[config.mk]
export PLATFORM = sky130hd
export DESIGN_NAME = dds_sweep_controller
export DESIGN_NICKNAME = d
export VERILOG_FILES = /design/src/rtl/dds_pkg.sv /design/src/rtl/sweep_step_calc.sv /design/src/rtl/dds_sweep_controller.sv
export SDC_FILE = /design/constraint.sdc
export NUM_CORES = 1
export LEC_CHECK = 0
export CAP_MARGIN = 30
export CORE_ASPECT_RATIO = 0.6
export CORE_MARGIN = 2
export CORE_UTILIZATION = 40
export DETAILED_ROUTE_END_ITERATION = 7
export PLACE_DENSITY = 0.65
export SLEW_MARGIN = 0
export SYNTH_ARGS = -nofsm -noshare
export SYNTH_HDL_FRONTEND = slang
export SYNTH_SLANG_ARGS = --single-unit
[constraint.sdc]
create_clock -name clk -period 5.35 [get_ports clk]
set_input_delay 0.535 -clock clk [delete_from_list [all_inputs] [get_ports clk]]
set_output_delay 0.535 -clock clk [all_outputs]
set_load 0.01 [all_outputs]
[src/rtl/dds_pkg.sv]
// Shared definitions for the DDS frequency sweep sequencer: default widths,
// sweep mode encodings and the sequencer state type.
package dds_pkg;

    localparam int DEFAULT_WORD_W  = 32;
    localparam int DEFAULT_DWELL_W = 24;

    typedef enum logic [1:0] {
        MODE_SINGLE   = 2'b00,
        MODE_SAW      = 2'b01,
        MODE_PINGPONG = 2'b10
    } sweepModeT;

    typedef enum logic [1:0] {
        ST_IDLE  = 2'b00,
        ST_DWELL = 2'b01,
        ST_DONE  = 2'b10
    } sweepStateT;

    // The unused encoding 2'b11 behaves as a single sweep.
    function automatic sweepModeT normalizeMode(input logic [1:0] raw);
        case (raw)
            2'b01:   return MODE_SAW;
            2'b10:   return MODE_PINGPONG;
            default: return MODE_SINGLE;
        endcase
    endfunction

endpackage

[src/rtl/sweep_step_calc.sv]
// Moves a frequency word one delta toward a target, clamping to the target
// instead of overshooting it or wrapping around the word range.
module sweep_step_calc #(
    parameter int W = 32
) (
    input  logic [W-1:0] current,
    input  logic [W-1:0] delta,
    input  logic [W-1:0] target,
    input  logic         up,
    output logic [W-1:0] nextWord
);

    logic [W:0] sumWide;
    logic [W:0] diffWide;
    logic       overshootUp;
    logic       overshootDown;

    // One extra bit so a carry out or borrow is visible as a pass of the target.
    assign sumWide  = {1'b0, current} + {1'b0, delta};
    assign diffWide = {1'b0, current} - {1'b0, delta};

    assign overshootUp   = (sumWide >= {1'b0, target});
    assign overshootDown = diffWide[W] || (diffWide[W-1:0] <= target);

    always_comb begin
        nextWord = current;
        if (up) begin
            nextWord = overshootUp ? target : sumWide[W-1:0];
        end else begin
            nextWord = overshootDown ? target : diffWide[W-1:0];
        end
    end

endmodule

[src/rtl/dds_sweep_controller.sv]
// Linear frequency sweep sequencer producing the DDS step word: single,
// repeating sawtooth and ping-pong sweeps with a programmable dwell per point.
module dds_sweep_controller
    import dds_pkg::*;
#(
    parameter int WORD_W  = DEFAULT_WORD_W,
    parameter int DWELL_W = DEFAULT_DWELL_W
) (
    input  logic               clk,
    input  logic               reset,
    input  logic               start,
    input  logic               abort,
    input  logic [1:0]         mode,
    input  logic [WORD_W-1:0]  start_word,
    input  logic [WORD_W-1:0]  stop_word,
    input  logic [WORD_W-1:0]  delta_word,
    input  logic [DWELL_W-1:0] dwell_cycles,
    output logic [WORD_W-1:0]  step_out,
    output logic               busy,
    output logic               done,
    output logic               sweep_dir,
    output logic               cfg_err
);

    sweepStateT         stateReg;
    sweepModeT          modeReg;
    logic [WORD_W-1:0]  stepReg;
    logic [WORD_W-1:0]  legStartReg;
    logic [WORD_W-1:0]  legEndReg;
    logic [WORD_W-1:0]  deltaReg;
    logic [DWELL_W-1:0] dwellLoadReg;
    logic [DWELL_W-1:0] dwellCntReg;
    logic               busyReg;
    logic               doneReg;
    logic               dirReg;
    logic               cfgErrReg;

    logic [DWELL_W-1:0] dwellLoad;
    logic               atLegEnd;
    logic [WORD_W-1:0]  calcTarget;
    logic               calcUp;
    logic [WORD_W-1:0]  calcWord;

    // Counter reloads with D-1 so a point is held for D cycles; 0 acts like 1.
    assign dwellLoad = (dwell_cycles == '0) ? '0 : dwell_cycles - DWELL_W'(1);

    assign atLegEnd = (stepReg == legEndReg);

    // At a ping-pong leg end the next point heads back toward the old leg start.
    assign calcTarget = atLegEnd ? legStartReg : legEndReg;
    assign calcUp     = atLegEnd ? ~dirReg : dirReg;

    sweep_step_calc #(
        .W(WORD_W)
    ) stepCalc (
        .current  (stepReg),
        .delta    (deltaReg),
        .target   (calcTarget),
        .up       (calcUp),
        .nextWord (calcWord)
    );

    always_ff @(posedge clk) begin
        if (reset) begin
            stateReg     <= ST_IDLE;
            modeReg      <= MODE_SINGLE;
            stepReg      <= '0;
            legStartReg  <= '0;
            legEndReg    <= '0;
            deltaReg     <= '0;
            dwellLoadReg <= '0;
            dwellCntReg  <= '0;
            busyReg      <= 1'b0;
            doneReg      <= 1'b0;
            dirReg       <= 1'b0;
            cfgErrReg    <= 1'b0;
        end else begin
            doneReg   <= 1'b0;
            cfgErrReg <= 1'b0;

            if (abort) begin
                stateReg <= ST_IDLE;
                busyReg  <= 1'b0;
            end else begin
                case (stateReg)
                    ST_IDLE: begin
                        if (start) begin
                            if (delta_word == '0) begin
                                cfgErrReg <= 1'b1;
                            end else begin
                                modeReg      <= normalizeMode(mode);
                                legStartReg  <= start_word;
                                legEndReg    <= stop_word;
                                deltaReg     <= delta_word;
                                dwellLoadReg <= dwellLoad;
                                dwellCntReg  <= dwellLoad;
                                stepReg      <= start_word;
                                dirReg       <= (stop_word >= start_word);
                                busyReg      <= 1'b1;
                                stateReg     <= ST_DWELL;
                            end
                        end
                    end

                    ST_DWELL: begin
                        if (dwellCntReg != '0) begin
                            dwellCntReg <= dwellCntReg - DWELL_W'(1);
                        end else begin
                            dwellCntReg <= dwellLoadReg;
                            if (!atLegEnd) begin
                                stepReg <= calcWord;
                            end else begin
                                case (modeReg)
                                    MODE_SAW: begin
                                        stepReg <= legStartReg;
                                    end
                                    MODE_PINGPONG: begin
                                        legStartReg <= legEndReg;
                                        legEndReg   <= legStartReg;
                                        dirReg      <= ~dirReg;
                                        stepReg     <= calcWord;
                                    end
                                    default: begin
                                        stateReg <= ST_DONE;
                                        busyReg  <= 1'b0;
                                        doneReg  <= 1'b1;
                                    end
                                endcase
                            end
                        end
                    end

                    ST_DONE: begin
                        stateReg <= ST_IDLE;
                    end

                    default: begin
                        stateReg <= ST_IDLE;
                        busyReg  <= 1'b0;
                    end
                endcase
            end
        end
    end

    assign step_out  = stepReg;
    assign busy      = busyReg;
    assign done      = doneReg;
    assign sweep_dir = dirReg;
    assign cfg_err   = cfgErrReg;

endmodule

Word-level counts from Yosys, hierarchy flattened --
Cells that the tools add are included.
Word-level totals: flip-flop bits (word level) 184, logic and storage cells 104
Cells by class: add/subtract/negate cells 4, $lt $le $gt $ge 3, eq/ne operators 14, muxes and demuxes 47, bitwise logic cells 8, reductions and logical operators 16
Operators with widths (number):
- $mux 32 | 16
- $pmux 32 s2 | 4
- $mux 24 | 4
- $pmux 24 s2 | 1
- $sub 24x1->24 const B | 2
- $add 32x32->33 | 1
- $ge 33x32->1 | 1
- $sub 32x32->33 | 1
- $eq 32x32->1 | 1
- $ge 32x32->1 | 1
- $le 32x32->1 | 1
- $logic_not 32->1 | 1
- $logic_not 24->1 | 1
- $reduce_bool 24->1 | 1
- $mux 1 | 13
- $ne 2x2->1 const B | 6
- $reduce_and 6->1 | 2
- $mux 2 | 5
- $not 1->1 | 8
- $pmux 2 s2 | 2
- $reduce_and 4->1 | 2
- $reduce_and 7->1 | 1
- $eq 2x1->1 const B | 3
- $eq 2x2->1 const B | 3
- 10 further kinds | 11

Longest topological paths before layout --
Gate-level depths: netlist (run 1).
depth after elaboration 10, mapped depth 22, gate-level depth less buffers 21

Hierarchy --
Synthesis (run 1) repeated with hierarchy kept, for this count alone.
Second synthesis, totals: cells, all modules 2140, area, all modules 16215.6 um^2
By module, submodules not included:
- dds_sweep_controller | instances 1, cells each 1284, area each 10289.9 um^2, seq. area each 3683.5 um^2
- sweep_step_calc | instances 1, cells each 856, area each 5925.7 um^2, seq. area each 0.0 um^2

Least setup slack after synthesis (run 1) --
OpenSTA, ideal clock, no wires.
path type register to register, start register stepReg[0], in the netlist step_out[0], end register stepReg[0], in the netlist step_out[0], setup time 0.125 ns, arrival time 4.623 ns, required time 5.225 ns, setup slack 0.602 ns, stages on the path, launching flop included 22, period minus slack after synthesis 4.748 ns, cells stage by stage dfxtp_1 inv_1 ha_1 inv_1 fa_1 a21o_1 a221oi_4 nor4_4 o21ai_0 a211oi_1 or3_1 and2_1 ha_1 nand4_1 and4bb_2 a211oi_1 a22oi_1 and2_1 a211oi_2 a21oi_2 mux2_1 o41a_1
On the way: word-level cells in the longest chain between the ends 10, elaborated cells between the ends (all ways) 17
RTL lines:
- from (decl) | line dds_sweep_controller.sv:27 | logic [WORD_W-1:0] stepReg;
- from (signal assigned) | line dds_sweep_controller.sv:97 | stepReg <= start_word;
- from (signal assigned) | line dds_sweep_controller.sv:111 | stepReg <= calcWord;
- from (signal assigned) | line dds_sweep_controller.sv:115 | stepReg <= legStartReg;
- parallel branches: the longest is 10 deep, another holds $sub 32x32->33
Several ways; the timed one is not identified. The select of a mux whose other input is x is not followed. A chain may end at the register's enable or synchronous reset.

Worst setup path in the final report (run 1) --
start register stepReg[0], in the netlist step_out[0], end register stepReg[7], in the netlist step_out[7]
The elaborated chain is that of the path after synthesis.

==> flow_summary.toml, run 1 <==
[die]
coreArea_um2 = 40400
fp.dieH_um = 161
initial_core_util_pct = 40.5
rows = 57
die_x_um = 265
dieArea_um2 = 42600
pin_count = 162

[worst_setup_path]
r2r.worst_path.cells = 22
cp_data_arrival_time_ns = 5.57
worst_setup_path_end_kind = "flip-flop"
path_buf_inv = 3
rr_startpoint = "step_out[0]"
critical_path_class = "flip-flop to flip-flop"
crit_path_top_delay_cell = "a221o_1"
critPathRequiredTime_ns = 5.68
critical-path-max-stage-delay_ns = 0.42
crit_chain = "ha_2, fa_2, nand2b_1, a21oi_2, a221o_1, a211oi_4, buf_4, o41ai_4, a21boi_2, xor2_2, ha_1, nand3_2, nor4_1, nor4_1, o31ai_2, nor3_2, nand4_1, buf_6, buf_4, o32ai_1, a21o_1, a311oi_2"
reg2reg_to = "step_out[7]"
rrSetupSlack_ns = 0.11
crit_fanout = 5
critical-path-top-delay-family = "compound AO/OA/AOI/OAI gates"
startpoint_type = "flip-flop"

[final_layout]
fin_cells = 2917
drive_above_1_share_pct = 12.7
final_area_um2 = 20300
antenna_cells = 0
syn2layout_area_growth_pct = 24.2
fin_util_pct = 50.3
fin_nets = 2666

[clock_network]
clk_latency_ns = 0.47
cts_buffers = 17
cts_tree = "done"
root_buffer = "clkbuf_16"
htree_levels = 4
clock_sinks = 184
cts_max_path_buffers = 2
path_clk_slew_ns = 0.08

[synthesis]
synth_compound_area_share_pct = 27.9
synthMuxAreaShare_pct = 2.35
syn_area_um2 = 16400
syn_inst = 2181
synth_cell_types = 92
synthArstFlopShare_pct = 0
synth_fa_ha_area_share_pct = 12.9
dominantRegCellSynth = "dfxtp_1"
ys_ff_latch = 184
yosys.area_share.simple_pct = 21.5
syn-num-nets = 2474
seq_area_frac_synth_pct = 22.5
syn_area_per_cell_um2 = 7.50
synth_top_family_by_area = "compound AO/OA/AOI/OAI gates"
yosysWarnings = 0
synth-edff-count = 0
synth_xor_area_share_pct = 6.42

[sta]
finalCritPeriodShare_pct = 97.9
worst_pin_slew_ns = 1.12
report.final.slew_viol_count = 0
slew_headroom_pct = 24.3
rsz0062_at_grt = "true"
hold_viol_final = 0
period_needed_ns = 5.24
clock_skew_ns = 0.0223
finalSetupViolations = 0
hold-worst-slack_ns = 0.458
clock.fmax_ghz = 0.191

[detailed_routing]
vias_per_cell = 6.14
wire_per_inst_um = 23.1
antenna_left = 0
vias = 17898
drtIter0Drc = 2327
drt-total-wl_um = 67400
drt-pass1-iter-count = 7
drc = 0

[pwr]
intPower_w = 0.00331
ir_worst_vdd_mv = 0.236
swShare_pct = 41.8
switchingPower_w = 0.00238
clock_power_share_pct = 24.6
powerDensity_nw_per_um2 = 280
seqPwrFrac_pct = 27.9
pwr-share-comb_pct = 47.5
power_leakage_nw = 8.28

[outcome]
status = "finished, final reports clean"

[hold_path]
whs_path_depth = 2
worstHoldStart = "dwellLoadReg[11]"
hold_end = "dwellLoadReg[11]"
worstHoldPathType = "flip-flop to flip-flop"

[placed_design]
port_buffers = 161
dpl.hpwl_um = 52800
dpl-instance-area_um2 = 19100
dp_cells = 2871
place_congestion = 0.997

[global_routing]
grt_pass1_wl_um = 100000
gr-total-overflow = 0
antenna_found_initial = 0
grt_pass1_vias = 15997
grtUsageTotal_pct = 30.8
grt_max_degree = 130

[flow_run]
max_cap_violations = 0
## worst max-delay path by stage
stage / startpoint / cells past startpoint / end / slack (ns)
floorplan: step_out[0] / 21 / step_out[0] / 0.60
global placement: step_out[0] / 22 / step_out[9] / -0.03
detailed placement: step_out[0] / 21 / step_out[24] / -0.19
CTS: step_out[0] / 18 / step_out[0] / 0.006
global route: deltaReg[7] / 22 / step_out[24] / -0.08
finish: step_out[0] / 22 / step_out[7] / 0.11
## layer usage
| layer | global-route usage (%) | part of all wire (%) | up-vias |
|---|---|---|---|
| li1 | - | - | 8360 |
| met1 | 51.6 | 50 | 8549 |
| met2 | 35.9 | 35 | 959 |
| met3 | 11.2 | 14 | 30 |
| met4 | 3.60 | 0.61 | 0 |
| met5 | 0 | 0 | - |
## cell families (layout without fill, tap and decap cells)
logic type / Yosys count / in the layout
AO/OA/AOI/OAI: 657 / 657
XOR/XNOR: 119 / 119
adder cells (fa/ha/maj): 167 / 167
buffers and inverters: 255 / 460
flip-flops: 184 / 184
multiplexers: 38 / 38
AND/OR/NAND/NOR: 761 / 761
## what timing repair did
| action | in CTS | in global routing |
|---|---|---|
| hold endpoints to repair | 0 | 0 |
| setup endpoints to repair | 30 | 32 |
| setup buffers | 0 | 12 |
| gates cloned | 0 | 2 |
| resized for setup | 3 | 90 |
| hold buffers | 0 | 0 |
| pin swaps | 1 | 21 |
## area by class of cell
class,count,area (um2)
multi-input cells,1742,12100
clock buffers,19,453
fillers,3882,20000
flip-flops and latches,184,3690
repair buffers,312,2810
inverters,116,435
clock inverters,13,179
well taps,531,664
## cell usage in the layout (no fill, tap or decap), types with 52 or more instances in the layout
| cell | Yosys | routed |
|---|---|---|
| buf_4 | 12 | 144 |
| dfxtp_1 | 184 | 180 |
| a211oi_1 | 54 | 52 |
| ha_1 | 165 | 156 |
| nand2_1 | 305 | 304 |
| a21oi_1 | 207 | 202 |
| clkdlybuf4s50_1 | 0 | 160 |
| inv_1 | 114 | 114 |
| xnor2_1 | 98 | 94 |
| nor2_1 | 214 | 211 |
| a21o_1 | 53 | 53 |
| a311oi_1 | 89 | 81 |
## through the flow
stage / setup slack [ns] / power [W] / TNS [ns]
global placement: -0.0319 / 0.00400 / -0.0698
finish: 0.114 / 0.00569 / 0
floorplan: 0.602 / 0.00305 / 0
global route: -0.0765 / 0.00595 / -0.449
detailed placement: -0.194 / 0.00403 / -2.76
CTS: 0.00648 / 0.00543 / 0
## cell usage after synthesis, types with 11 or more instances
cell type	n	area [um2]
o21ai_0	52	260
o32ai_1	18	158
nand4_1	38	238
o21bai_1	12	90.1
nand3_1	23	115
and3_1	11	68.8
a21oi_1	207	1040
inv_1	114	428
o31ai_1	40	300
ha_1	165	2060
nor4_1	24	150
clkbuf_1	89	334
a21o_1	53	398
o211ai_1	27	203
xor2_1	20	175
buf_4	12	90.1
buf_2	27	135
a31oi_1	14	87.6
xnor2_1	98	858
nand2_1	305	1140
nor2_1	214	803
nor3_1	46	230
a211oi_1	54	405
dfxtp_1	184	3680
nor2b_1	17	106
mux2i_1	35	350
nand2b_1	15	93.8
a311oi_1	89	780
## worst register-to-register path: stages, from the launching register on
cell and delay [ns]:
dfxtp_2 0.35, ha_2 0.20, fa_2 0.36, nand2b_1 0.12, a21oi_2 0.09, a221o_1 0.42
a211oi_4 0.38, buf_4 0.19, o41ai_4 0.09, a21boi_2 0.21, xor2_2 0.35, ha_1 0.34
nand3_2 0.13, nor4_1 0.07, nor4_1 0.31, o31ai_2 0.10, nor3_2 0.22, nand4_1 0.26
buf_6 0.27, buf_4 0.15, o32ai_1 0.24, a21o_1 0.15, a311oi_2 0.11
## flip-flops by register name, summed over array words and instances (netlist names), 2 cells and up
register	cells
stateReg	2
deltaReg	32
step_out	32
legEndReg	32
legStartReg	32
modeReg	2
dwellLoadReg	24
dwellCntReg	24
## power by group through the flow
stage,Clock (W),Combinational (W),Sequential [W]
floorplan,0,0.00147,0.00158
global placement,0,0.00239,0.00160
detailed placement,0,0.00242,0.00161
CTS,0.00141,0.00245,0.00158
global route,0.00145,0.00289,0.00160
finish,0.00140,0.00270,0.00159
Note: power is estimated with default switching activity, not from simulation.
==> run 2, diff against run 1 <==
--- a/constraint.sdc
+++ b/constraint.sdc
@@ -3,2 +3,2 @@
 set_output_delay 0.535 -clock clk [all_outputs]
-set_load 0.01 [all_outputs]
+set_load 0.02 [all_outputs]
==> results of run 2 <==
The final DEF is identical to that of run 1. Status: finished, final reports clean.
Among the figures that moved: total power 0.00569 W -> 0.00570 W
